$ cat src/rtl/uart_pkg.sv
// uart_pkg: shared types and defaults for the FIFO-fed UART transmitter.
//   uart_tx_state_t        - transmitter FSM state encoding
//   DEFAULT_DATA_WIDTH     - default payload bits per frame
//   DEFAULT_CLOCKS_PER_BIT - default clock cycles per serial bit
// Optional feature macro used by the transmitter: UART_TX_PARITY_EN.
package uart_pkg;

    localparam int unsigned DEFAULT_DATA_WIDTH     = 8;
    localparam int unsigned DEFAULT_CLOCKS_PER_BIT = 16;

    typedef enum logic [2:0] {
        IDLE   = 3'd0,
        LOAD   = 3'd1,
        START  = 3'd2,
        DATA   = 3'd3,
        PARITY = 3'd4,
        STOP   = 3'd5
    } uart_tx_state_t;

endpackage

$ cat src/rtl/uart_baud_tick.sv
// uart_baud_tick: bit-period counter for the UART transmitter.
// Ports:
//   clock   - single clock, posedge
//   reset   - asynchronous active-high reset
//   restart - hold the counter at 0 (between frames)
//   tick    - high on the last cycle of each bit period
module uart_baud_tick
    import uart_pkg::*;
#(
    parameter int unsigned clocks_per_bit = DEFAULT_CLOCKS_PER_BIT
) (
    input  logic clock,
    input  logic reset,
    input  logic restart,
    output logic tick
);

    localparam int unsigned CW = $clog2(clocks_per_bit);
    localparam logic [CW-1:0] LAST = CW'(clocks_per_bit - 1);

    logic [CW-1:0] cnt_q, cnt_d;

    always_comb begin
        tick  = (cnt_q == LAST);
        cnt_d = cnt_q + CW'(1);
        if (restart || tick) begin
            cnt_d = '0;
        end
    end

    always_ff @(posedge clock or posedge reset) begin
        if (reset) begin
            cnt_q <= '0;
        end else begin
            cnt_q <= cnt_d;
        end
    end

endmodule

$ cat src/rtl/fifo_uart_tx.sv
// fifo_uart_tx: UART transmitter that pulls bytes from a registered-read FIFO.
// Frame: start(0), data LSB first, optional even parity, stop(1).
// Define UART_TX_PARITY_EN to insert the even-parity bit after the data bits.
// Ports:
//   clock      - single clock, posedge
//   reset      - asynchronous active-high reset
//   fifo_data  - FIFO read data, valid the cycle after fifo_pop
//   fifo_empty - FIFO holds no entries
//   fifo_pop   - one-cycle request to remove the FIFO head (IDLE only)
//   tx         - serial line, idle high
//   busy       - high while a frame is loading or shifting
//   tx_done    - one-cycle pulse in the first IDLE cycle after a frame
module fifo_uart_tx
    import uart_pkg::*;
#(
    parameter int unsigned data_width     = DEFAULT_DATA_WIDTH,
    parameter int unsigned clocks_per_bit = DEFAULT_CLOCKS_PER_BIT
) (
    input  logic                  clock,
    input  logic                  reset,
    input  logic [data_width-1:0] fifo_data,
    input  logic                  fifo_empty,
    output logic                  fifo_pop,
    output logic                  tx,
    output logic                  busy,
    output logic                  tx_done
);

    localparam int unsigned BW = (data_width > 1) ? $clog2(data_width) : 1;
    localparam logic [BW-1:0] LAST_BIT = BW'(data_width - 1);

    uart_tx_state_t        state_q, state_d;
    logic [data_width-1:0] shift_q, shift_d;
    logic [BW-1:0]         bit_cnt_q, bit_cnt_d;
    logic                  done_q, done_d;
    logic                  pop_req;
    logic                  bit_tick;
    logic                  baud_restart;
`ifdef UART_TX_PARITY_EN
    logic                  parity_q, parity_d;
`endif

    // Counter is held at 0 until the start bit, so every bit gets a full period.
    assign baud_restart = (state_q == IDLE) || (state_q == LOAD);

    uart_baud_tick #(
        .clocks_per_bit(clocks_per_bit)
    ) u_baud (
        .clock  (clock),
        .reset  (reset),
        .restart(baud_restart),
        .tick   (bit_tick)
    );

    // Pop is combinational from IDLE; masking with reset keeps it low while
    // reset is held even though the state register already reads IDLE.
    assign fifo_pop = pop_req && !reset;
    assign tx_done  = done_q;

    always_comb begin
        state_d   = state_q;
        shift_d   = shift_q;
        bit_cnt_d = bit_cnt_q;
        done_d    = 1'b0;
        pop_req   = 1'b0;
        tx        = 1'b1;
        busy      = 1'b1;
`ifdef UART_TX_PARITY_EN
        parity_d  = parity_q;
`endif
        case (state_q)
            IDLE: begin
                busy = 1'b0;
                if (!fifo_empty) begin
                    pop_req = 1'b1;
                    state_d = LOAD;
                end
            end
            LOAD: begin
                shift_d  = fifo_data;
`ifdef UART_TX_PARITY_EN
                parity_d = ^fifo_data;
`endif
                state_d  = START;
            end
            START: begin
                tx = 1'b0;
                if (bit_tick) begin
                    state_d = DATA;
                end
            end
            DATA: begin
                tx = shift_q[0];
                if (bit_tick) begin
                    shift_d = shift_q >> 1;
                    if (bit_cnt_q == LAST_BIT) begin
                        bit_cnt_d = '0;
`ifdef UART_TX_PARITY_EN
                        state_d   = PARITY;
`else
                        state_d   = STOP;
`endif
                    end else begin
                        bit_cnt_d = bit_cnt_q + BW'(1);
                    end
                end
            end
`ifdef UART_TX_PARITY_EN
            PARITY: begin
                tx = parity_q;
                if (bit_tick) begin
                    state_d = STOP;
                end
            end
`endif
            STOP: begin
                if (bit_tick) begin
                    state_d = IDLE;
                    done_d  = 1'b1;
                end
            end
            default: begin
                busy    = 1'b0;
                state_d = IDLE;
            end
        endcase
    end

    always_ff @(posedge clock or posedge reset) begin
        if (reset) begin
            state_q   <= IDLE;
            shift_q   <= '0;
            bit_cnt_q <= '0;
            done_q    <= 1'b0;
        end else begin
            state_q   <= state_d;
            shift_q   <= shift_d;
            bit_cnt_q <= bit_cnt_d;
            done_q    <= done_d;
        end
    end

`ifdef UART_TX_PARITY_EN
    always_ff @(posedge clock or posedge reset) begin
        if (reset) begin
            parity_q <= 1'b0;
        end else begin
            parity_q <= parity_d;
        end
    end
`endif

endmodule

$ cat config.mk
export PLATFORM = sky130hd
export DESIGN_NAME = fifo_uart_tx
export DESIGN_NICKNAME = d
export VERILOG_FILES = /design/src/rtl/uart_pkg.sv /design/src/rtl/uart_baud_tick.sv /design/src/rtl/fifo_uart_tx.sv
export SDC_FILE = /design/constraint.sdc
export NUM_CORES = 1
export LEC_CHECK = 0
export ABC_CLOCK_PERIOD_IN_PS = 3300
export CORE_UTILIZATION = 55
export CTS_CLUSTER_SIZE = 40
export DETAILED_ROUTE_END_ITERATION = 8
export HOLD_SLACK_MARGIN = 0.06
export PLACE_DENSITY = 0.8
export SETUP_SLACK_MARGIN = 0.15
export SLEW_MARGIN = 10
export SYNTH_ARGS = -nofsm -noshare
export SYNTH_HDL_FRONTEND = slang
export SYNTH_SLANG_ARGS = --single-unit
$ cat constraint.sdc
create_clock -name clock -period 3.3 [get_ports clock]
set_clock_uncertainty 0.05 [all_clocks]
set_input_delay 0.495 -clock clock [delete_from_list [all_inputs] [get_ports clock]]
set_output_delay 0.495 -clock clock [all_outputs]
set_load 0.03 [all_outputs]
==> results.sh, run 1 <==
export IMPL_status="finished with violations"
export IMPL_violations="DRC"
export IMPL_post_synth_cell_area_avg_um2=11.74
export IMPL_min_period_over_period_pct=82.52
export IMPL_rsz0062_at_grt="false"
export IMPL_report_final_slew_viol_count=0
export IMPL_grt_pass1_vias=663
export IMPL_antenna_cells=0
export IMPL_max_cap_viol_count=0
export IMPL_stdcell_count=112
export IMPL_synth_cells=81
export IMPL_leakage_uw=0.0004835
export IMPL_cts_root_buf="clkbuf_4"
export IMPL_grt_max_degree=20
export IMPL_vdd_drop_max_mv=0.2812
export IMPL_worstPathCellList="nor2_1 > nor4b_1 > clkdlybuf4s50_1"
export IMPL_firstDrtPassIters=5
export IMPL_critPathTopFamily="buffers and inverters"
export IMPL_reg2reg_setup_slack_ps=1420
export IMPL_fill_cells=113
export IMPL_clk_path_buf_depth=2
export IMPL_cts_resized=0
export IMPL_ys_warn_count=0
export IMPL_synth_compound_area_share_pct=7.500
export IMPL_p_per_area_nw_per_um2=341.9
export IMPL_cp_num_buf_inv=1
export IMPL_syn_nets=95
export IMPL_viasPerCell=5.741
export IMPL_syn_cell_area_um2=950.9
export IMPL_clock_fmax_mhz=367.2
export IMPL_start_util_pct=61.00
export IMPL_routed_wl_um=1568
export IMPL_whs_ps=466.1
export IMPL_antenna_found_initial=0
export IMPL_ctsHtreeMaxLevel=1
export IMPL_grt_ovfl_total=0
export IMPL_wl_met1_um=698
export IMPL_hp_class="reg -> reg"
export IMPL_drive_gt1_share_pct=22.92
export IMPL_cts_hold_buf=0
export IMPL_worstSetupStartpointType="flop"
export IMPL_synthFlopType="dfrtp_1"
export IMPL_fp_row_count=14
export IMPL_synthArstFlopShare_pct=100.0
export IMPL_dr_total_vias=643
export IMPL_die_area_um2=1899
export IMPL_clkSinkCount=19
export IMPL_cp_required_ps=2750
export IMPL_dp_hpwl_um=1177
export IMPL_synth_top_family_by_area="multiplexers"
export IMPL_finalSetupTns_ps=0
export IMPL_ys_seq_area_share_pct=50.00
export IMPL_mostFrequentLayoutCells="dfrtp_1, mux2_2, clkdlybuf4s50_1, a21oi_1"
export IMPL_synthSimpleGateAreaFrac_pct=13.55
export IMPL_synthMuxAreaShare_pct=19.87
export IMPL_drt_iter0_drc=12
export IMPL_route_met2_wl_um=789
export IMPL_post_cts_buffers=0
export IMPL_synthXorXnorAreaFrac_pct=0.9211
export IMPL_cpPeakStageDelay_ps=720
export IMPL_ys_types=25
export IMPL_routedWlPerCell_um=14.00
export IMPL_wl_met3_um=53
export IMPL_tritoncts="built"
export IMPL_synth_adder_area_share_pct=3.947
export IMPL_io_buffers=14
export IMPL_place_congestion=0.7620
export IMPL_top_layer="met4"
export IMPL_placed_cells=108
export IMPL_crit_type="reg -> out"
export IMPL_grt_pass1_wl_um=2739
export IMPL_grt_usage_pct=20.19
export IMPL_ant_nets=0
export IMPL_slew_headroom_pct=53.53
export IMPL_nets=111
export IMPL_worst_slew_pin_slew_ps=696.3
export IMPL_chipHeight_um=43.58
export IMPL_synth_edf_count=0
export IMPL_drc_errors=4
export IMPL_coreArea_um2=1559
export IMPL_syn_to_final_growth_pct=17.37
export IMPL_layout_commonest_cell="dfrtp_1"
export IMPL_worstPathArrival_ps=2180
export IMPL_synth_seq_cells=19
export IMPL_clkTransAtPathRegs_ps=100
export IMPL_cts_made_buffers=3
export IMPL_cp_max_fo=10
export IMPL_finalSetupViolCount=0
export IMPL_fp_dieW_um=43.58
export IMPL_crit_slowest_cell="clkdlybuf4s50_1"
export IMPL_hold_viol_final=0
export IMPL_io_pins=15
export IMPL_clk_latency_ps=300
export IMPL_end_kind="output port"
export IMPL_fin_crit_ps=2723
## stage by stage
stage	cell area (um2)	power (uW)	worst slack [ps]	utilization (%)
2_1_floorplan	950.9	252.9	938.1	-
3_5_place_dp	1090	268.9	831.7	69.90
4_1_cts	1116	385.7	568.3	71.59
3_3_place_gp	1090	267.9	869.0	69.90
6_report	1116	381.6	576.8	71.59
5_1_grt	1116	399.2	459.2	71.59
## power breakdown
part | total (uW) | switching [uW] | internal [uW] | leakage (uW)
combinational | 25.7 | 9.66 | 16.0 | 0.000232
clock | 118 | 70.8 | 47.2 | 0.0000150
sequential | 238 | 1.58 | 236 | 0.000237
## final cells by class
type	instances	area, um2	area share [%]
Inverter	5	18.77	1.682
Clock buffer	4	26.28	2.354
Sequential cell	19	475.5	42.60
Tap cell	16	20.02	1.794
Multi-Input combinational cell	54	435.4	39.01
Timing Repair Buffer	14	140.1	12.56
## Yosys cell counts (2+ instances only)
| cell | number | area (um2) |
|---|---|---|
| nor3_1 | 4 | 20.02 |
| nand2_1 | 2 | 7.510 |
| nor2_1 | 5 | 18.77 |
| nor2b_1 | 2 | 12.51 |
| nand3_1 | 2 | 10.01 |
| dfrtp_1 | 19 | 475.5 |
| mux2i_1 | 2 | 20.02 |
| o21ai_0 | 3 | 15.01 |
| inv_1 | 5 | 18.77 |
| ha_1 | 3 | 37.54 |
| mux2_2 | 15 | 168.9 |
| a21oi_1 | 6 | 30.03 |
## per-layer routing
| metal | track usage, % | vias to the layer above |
|---|---|---|
| met5 | 0 | - |
| met4 | 9.375 | 0 |
| met2 | 34.63 | 12 |
| met3 | 5.000 | 3 |
| met1 | 23.68 | 312 |
| li1 | - | 316 |
## logic make-up (layout without fill, tap and decap cells)
group	Yosys count	in the layout
AO/OA/AOI/OAI	11	11
buffers and inverters	8	23
flip-flops	19	19
multiplexers	17	17
AND/OR/NAND/NOR	22	22
adder cells (fa/ha/maj)	3	3
XOR/XNOR	1	1
## path summary, 6_finish.rpt
path / from / to / cells after the start
worst max register to register: u_baud.cnt_q[0] / shift_q[4] / 4
min in group asynchronous: reset / state_q[0] / 2
max in group asynchronous: reset / u_baud.cnt_q[1] / 2
worst min-delay path: shift_q[3] / shift_q[3] / 1
worst max-delay path: state_q[1] / fifo_pop / 3
worst min register to register: shift_q[3] / shift_q[3] / 1
## worst register-to-register path: cells and delay by family, from the launching register on
| family | cells | cell delay [ps] |
|---|---|---|
| compound gates | 1 | 500 |
| flops | 1 | 410 |
| mux | 1 | 410 |
| fa+ha+maj | 1 | 260 |
| simple gates | 1 | 160 |
## sequential cells by signal, indices dropped and copies added, names as in the netlist
register	flops
shift_q	8
u_baud.cnt_q	4
bit_cnt_q	3
state_q	3
tx_done	1
Power figures use the tool's default switching activity.
==> run 2: changes to the inputs <==
--- a/config.mk
+++ b/config.mk
@@ -5,12 +5,12 @@
 export SDC_FILE = /design/constraint.sdc
 export NUM_CORES = 1
 export LEC_CHECK = 0
-export ABC_CLOCK_PERIOD_IN_PS = 3300
-export CORE_UTILIZATION = 55
+export ABC_CLOCK_PERIOD_IN_PS = 2800
+export CORE_UTILIZATION = 51
 export CTS_CLUSTER_SIZE = 40
 export DETAILED_ROUTE_END_ITERATION = 8
 export HOLD_SLACK_MARGIN = 0.06
-export PLACE_DENSITY = 0.8
+export PLACE_DENSITY = 0.75
 export SETUP_SLACK_MARGIN = 0.15
 export SLEW_MARGIN = 10
 export SYNTH_ARGS = -nofsm -noshare
==> constraint.sdc (replaced) <==
create_clock -name clock -period 2.8 [get_ports clock]
set_clock_uncertainty 0.05 [all_clocks]
set_input_delay 0.42 -clock clock [delete_from_list [all_inputs] [get_ports clock]]
set_output_delay 0.42 -clock clock [all_outputs]
set_load 0.03 [all_outputs]
==> run 2 against run 1 <==
The flow now finishes without violations. Combinational power rose by 19%. Hold slack worse by 5.1 ps. Non-clock buffer count is the same. Utilization is 6.6 points lower. Clock power grew 17%. Final cell count up 8.0%. Final area increased by 1.6%. Sequential share of layout area is 0.66 points lower. Via count grew 3.0%. Routed wire length up 2.2%.
==> results.sh, run 2 (synthesized netlist as in run 1, its figures left out) <==
export IMPL_status="complete, no violations"
export IMPL_rsz0062_at_grt="false"
export IMPL_finalSetupTns_ps=0
export IMPL_cts_hold_buf=0
export IMPL_tritoncts="built"
export IMPL_top_register="shift_q"
export IMPL_cts_made_buffers=3
export IMPL_max_cap_viol_count=0
export IMPL_clkSinkCount=19
export IMPL_fin_ws_ps=462.3
export IMPL_viasPerCell=5.471
export IMPL_cpPeakStageDelay_ps=610
export IMPL_mostFrequentLayoutCells="dfrtp_1, mux2_2, clkdlybuf4s50_1, a21oi_1, inv_1"
export IMPL_fp_row_count=15
export IMPL_p_int_uw=350.7
export IMPL_firstDrtPassIters=4
export IMPL_syn_to_final_growth_pct=19.21
export IMPL_end_kind="output port"
export IMPL_pwr_share_comb_pct=6.8
export IMPL_grt_max_degree=20
export IMPL_dp_hpwl_um=1205
export IMPL_crit_type="reg -> out"
export IMPL_start_util_pct=54.48
export IMPL_min_period_over_period_pct=83.49
export IMPL_grt_ovfl_total=0
export IMPL_routedWlPerCell_um=13.24
export IMPL_clock_fmax_mhz=427.8
export IMPL_place_area_um2=1101
export IMPL_clk_latency_ps=300
export IMPL_p_seq_share_pct=62.5
export IMPL_cp_num_buf_inv=1
export IMPL_p_sw_share_pct=21.83
export IMPL_grt_usage_pct=19.07
export IMPL_place_congestion=0.8474
export IMPL_dr_total_vias=662
export IMPL_cp_required_ps=2330
export IMPL_ant_nets=0
export IMPL_critPathTopFamily="buffers and inverters"
export IMPL_post_route_cell_area_um2=1134
export IMPL_vdd_drop_max_mv=0.2534
export IMPL_switchingPower_uw=97.94
export IMPL_crit_slowest_cell="clkdlybuf4s50_1"
export IMPL_chipHeight_um=45.18
export IMPL_worstSetupStartpointType="flop"
export IMPL_leakage_uw=0.0005045
export IMPL_clkTransAtPathRegs_ps=100
export IMPL_ctsHtreeMaxLevel=1
export IMPL_antenna_found_initial=0
export IMPL_hold_viol_final=0
export IMPL_post_cts_buffers=0
export IMPL_finalSetupViolCount=0
export IMPL_layout_commonest_cell="dfrtp_1"
export IMPL_grt_pass1_wl_um=2780
export IMPL_drt_iter0_drc=7
export IMPL_clk_path_buf_depth=2
export IMPL_worst_slew_pin_slew_ps=705.0
export IMPL_hp_class="reg -> reg"
export IMPL_cts_root_buf="clkbuf_4"
export IMPL_grt_pass1_vias=671
export IMPL_routed_wl_um=1602
export IMPL_p_per_area_nw_per_um2=395.8
export IMPL_io_pins=15
export IMPL_worstPathArrival_ps=1870
export IMPL_report_final_slew_viol_count=0
export IMPL_drc_errors=0
export IMPL_fp_dieW_um=45.18
export IMPL_top_regs="shift_q (8), u_baud.cnt_q (4)"
export IMPL_io_buffers=14
export IMPL_coreArea_um2=1745
export IMPL_cp_max_fo=10
export IMPL_slew_headroom_pct=52.95
export IMPL_worstPathCellList="nor2b_1 > o21ai_0 > clkdlybuf4s50_1"
export IMPL_fin_crit_ps=2338
export IMPL_place_worst_setup_slack_ps=410.6
export IMPL_die_area_um2=2041
export IMPL_largest_register_ffs=8
export IMPL_drive_gt1_share_pct=25.00
export IMPL_clkPwrFrac_pct=30.7
export IMPL_nets=111
export IMPL_antenna_cells=0
run 2: cell types whose count changed in the layout (fill, tap and decap cells not counted):
| cell | previous run | this run |
|---|---|---|
| nor2_1 | 5 | 4 |
| nor2_2 | 0 | 1 |
| clkdlybuf4s50_1 | 14 | 13 |
| clkbuf_1 | 1 | 0 |
| clkinv_2 | 0 | 1 |
| dlymetal6s2s_1 | 0 | 1 |
run 2: through the flow:
| stage | hold WS, ps | power, uW | instances | utilization [%] |
|---|---|---|---|---|
| finish | 461.0 | 448.7 | 121 | 64.95 |
| global placement | 435.1 | 315.9 | 117 | 63.08 |
| global route | 484.4 | 467.6 | 121 | 64.95 |
| floorplan | 321.1 | 298.1 | 81 | - |
| CTS | 470.1 | 456.0 | 121 | 64.80 |
| detailed placement | 449.4 | 317.1 | 117 | 63.08 |
run 2: final timing paths:
| path | startpoint | to | slack, ps | depth (start not counted) |
|---|---|---|---|---|
| max in group asynchronous | reset | bit_cnt_q[0] | 1730 | 2 |
| worst max register to register | u_baud.cnt_q[0] | shift_q[4] | 930 | 4 |
| worst min-delay path | u_baud.cnt_q[0] | u_baud.cnt_q[0] | 460 | 1 |
| worst max-delay path | state_q[1] | tx | 460 | 3 |
| worst min register to register | u_baud.cnt_q[0] | u_baud.cnt_q[0] | 460 | 1 |
| min in group asynchronous | reset | state_q[1] | 530 | 2 |
run 2: repair_timing:
action                                  in CTS  in global routing
gates cloned                                 0                  0
endpoints found under the setup margin       1                  1
resized for setup                            1                  1
run 2: cell type report:
cell class	count	area [um2]
Inverter	5	18.77
Timing Repair Buffer	14	142.6
Tap cell	25	31.28
Clock inverter	1	5.005
Clock buffer	3	22.52
Multi-Input combinational cell	54	437.9
Sequential cell	19	475.5
Fill cell	155	611.8
run 2: routing by layer:
metal,track usage (%),up-vias,wire [um]
li1,-,313,-
met1,23.59,326,672
met2,32.46,19,830
met3,2.800,4,73
met4,9.091,0,27
met5,0,-,0
run 2: power groups by stage:
stage                     registers, uW  clock network, uW  logic (uW)
after detailed placement            286                  0        31.2
after CTS                           281                144        31.3
final                               280                138        30.6
after global placement              286                  0        30.3
after floorplan                     285                  0        12.8
after global routing                281                153        33.6
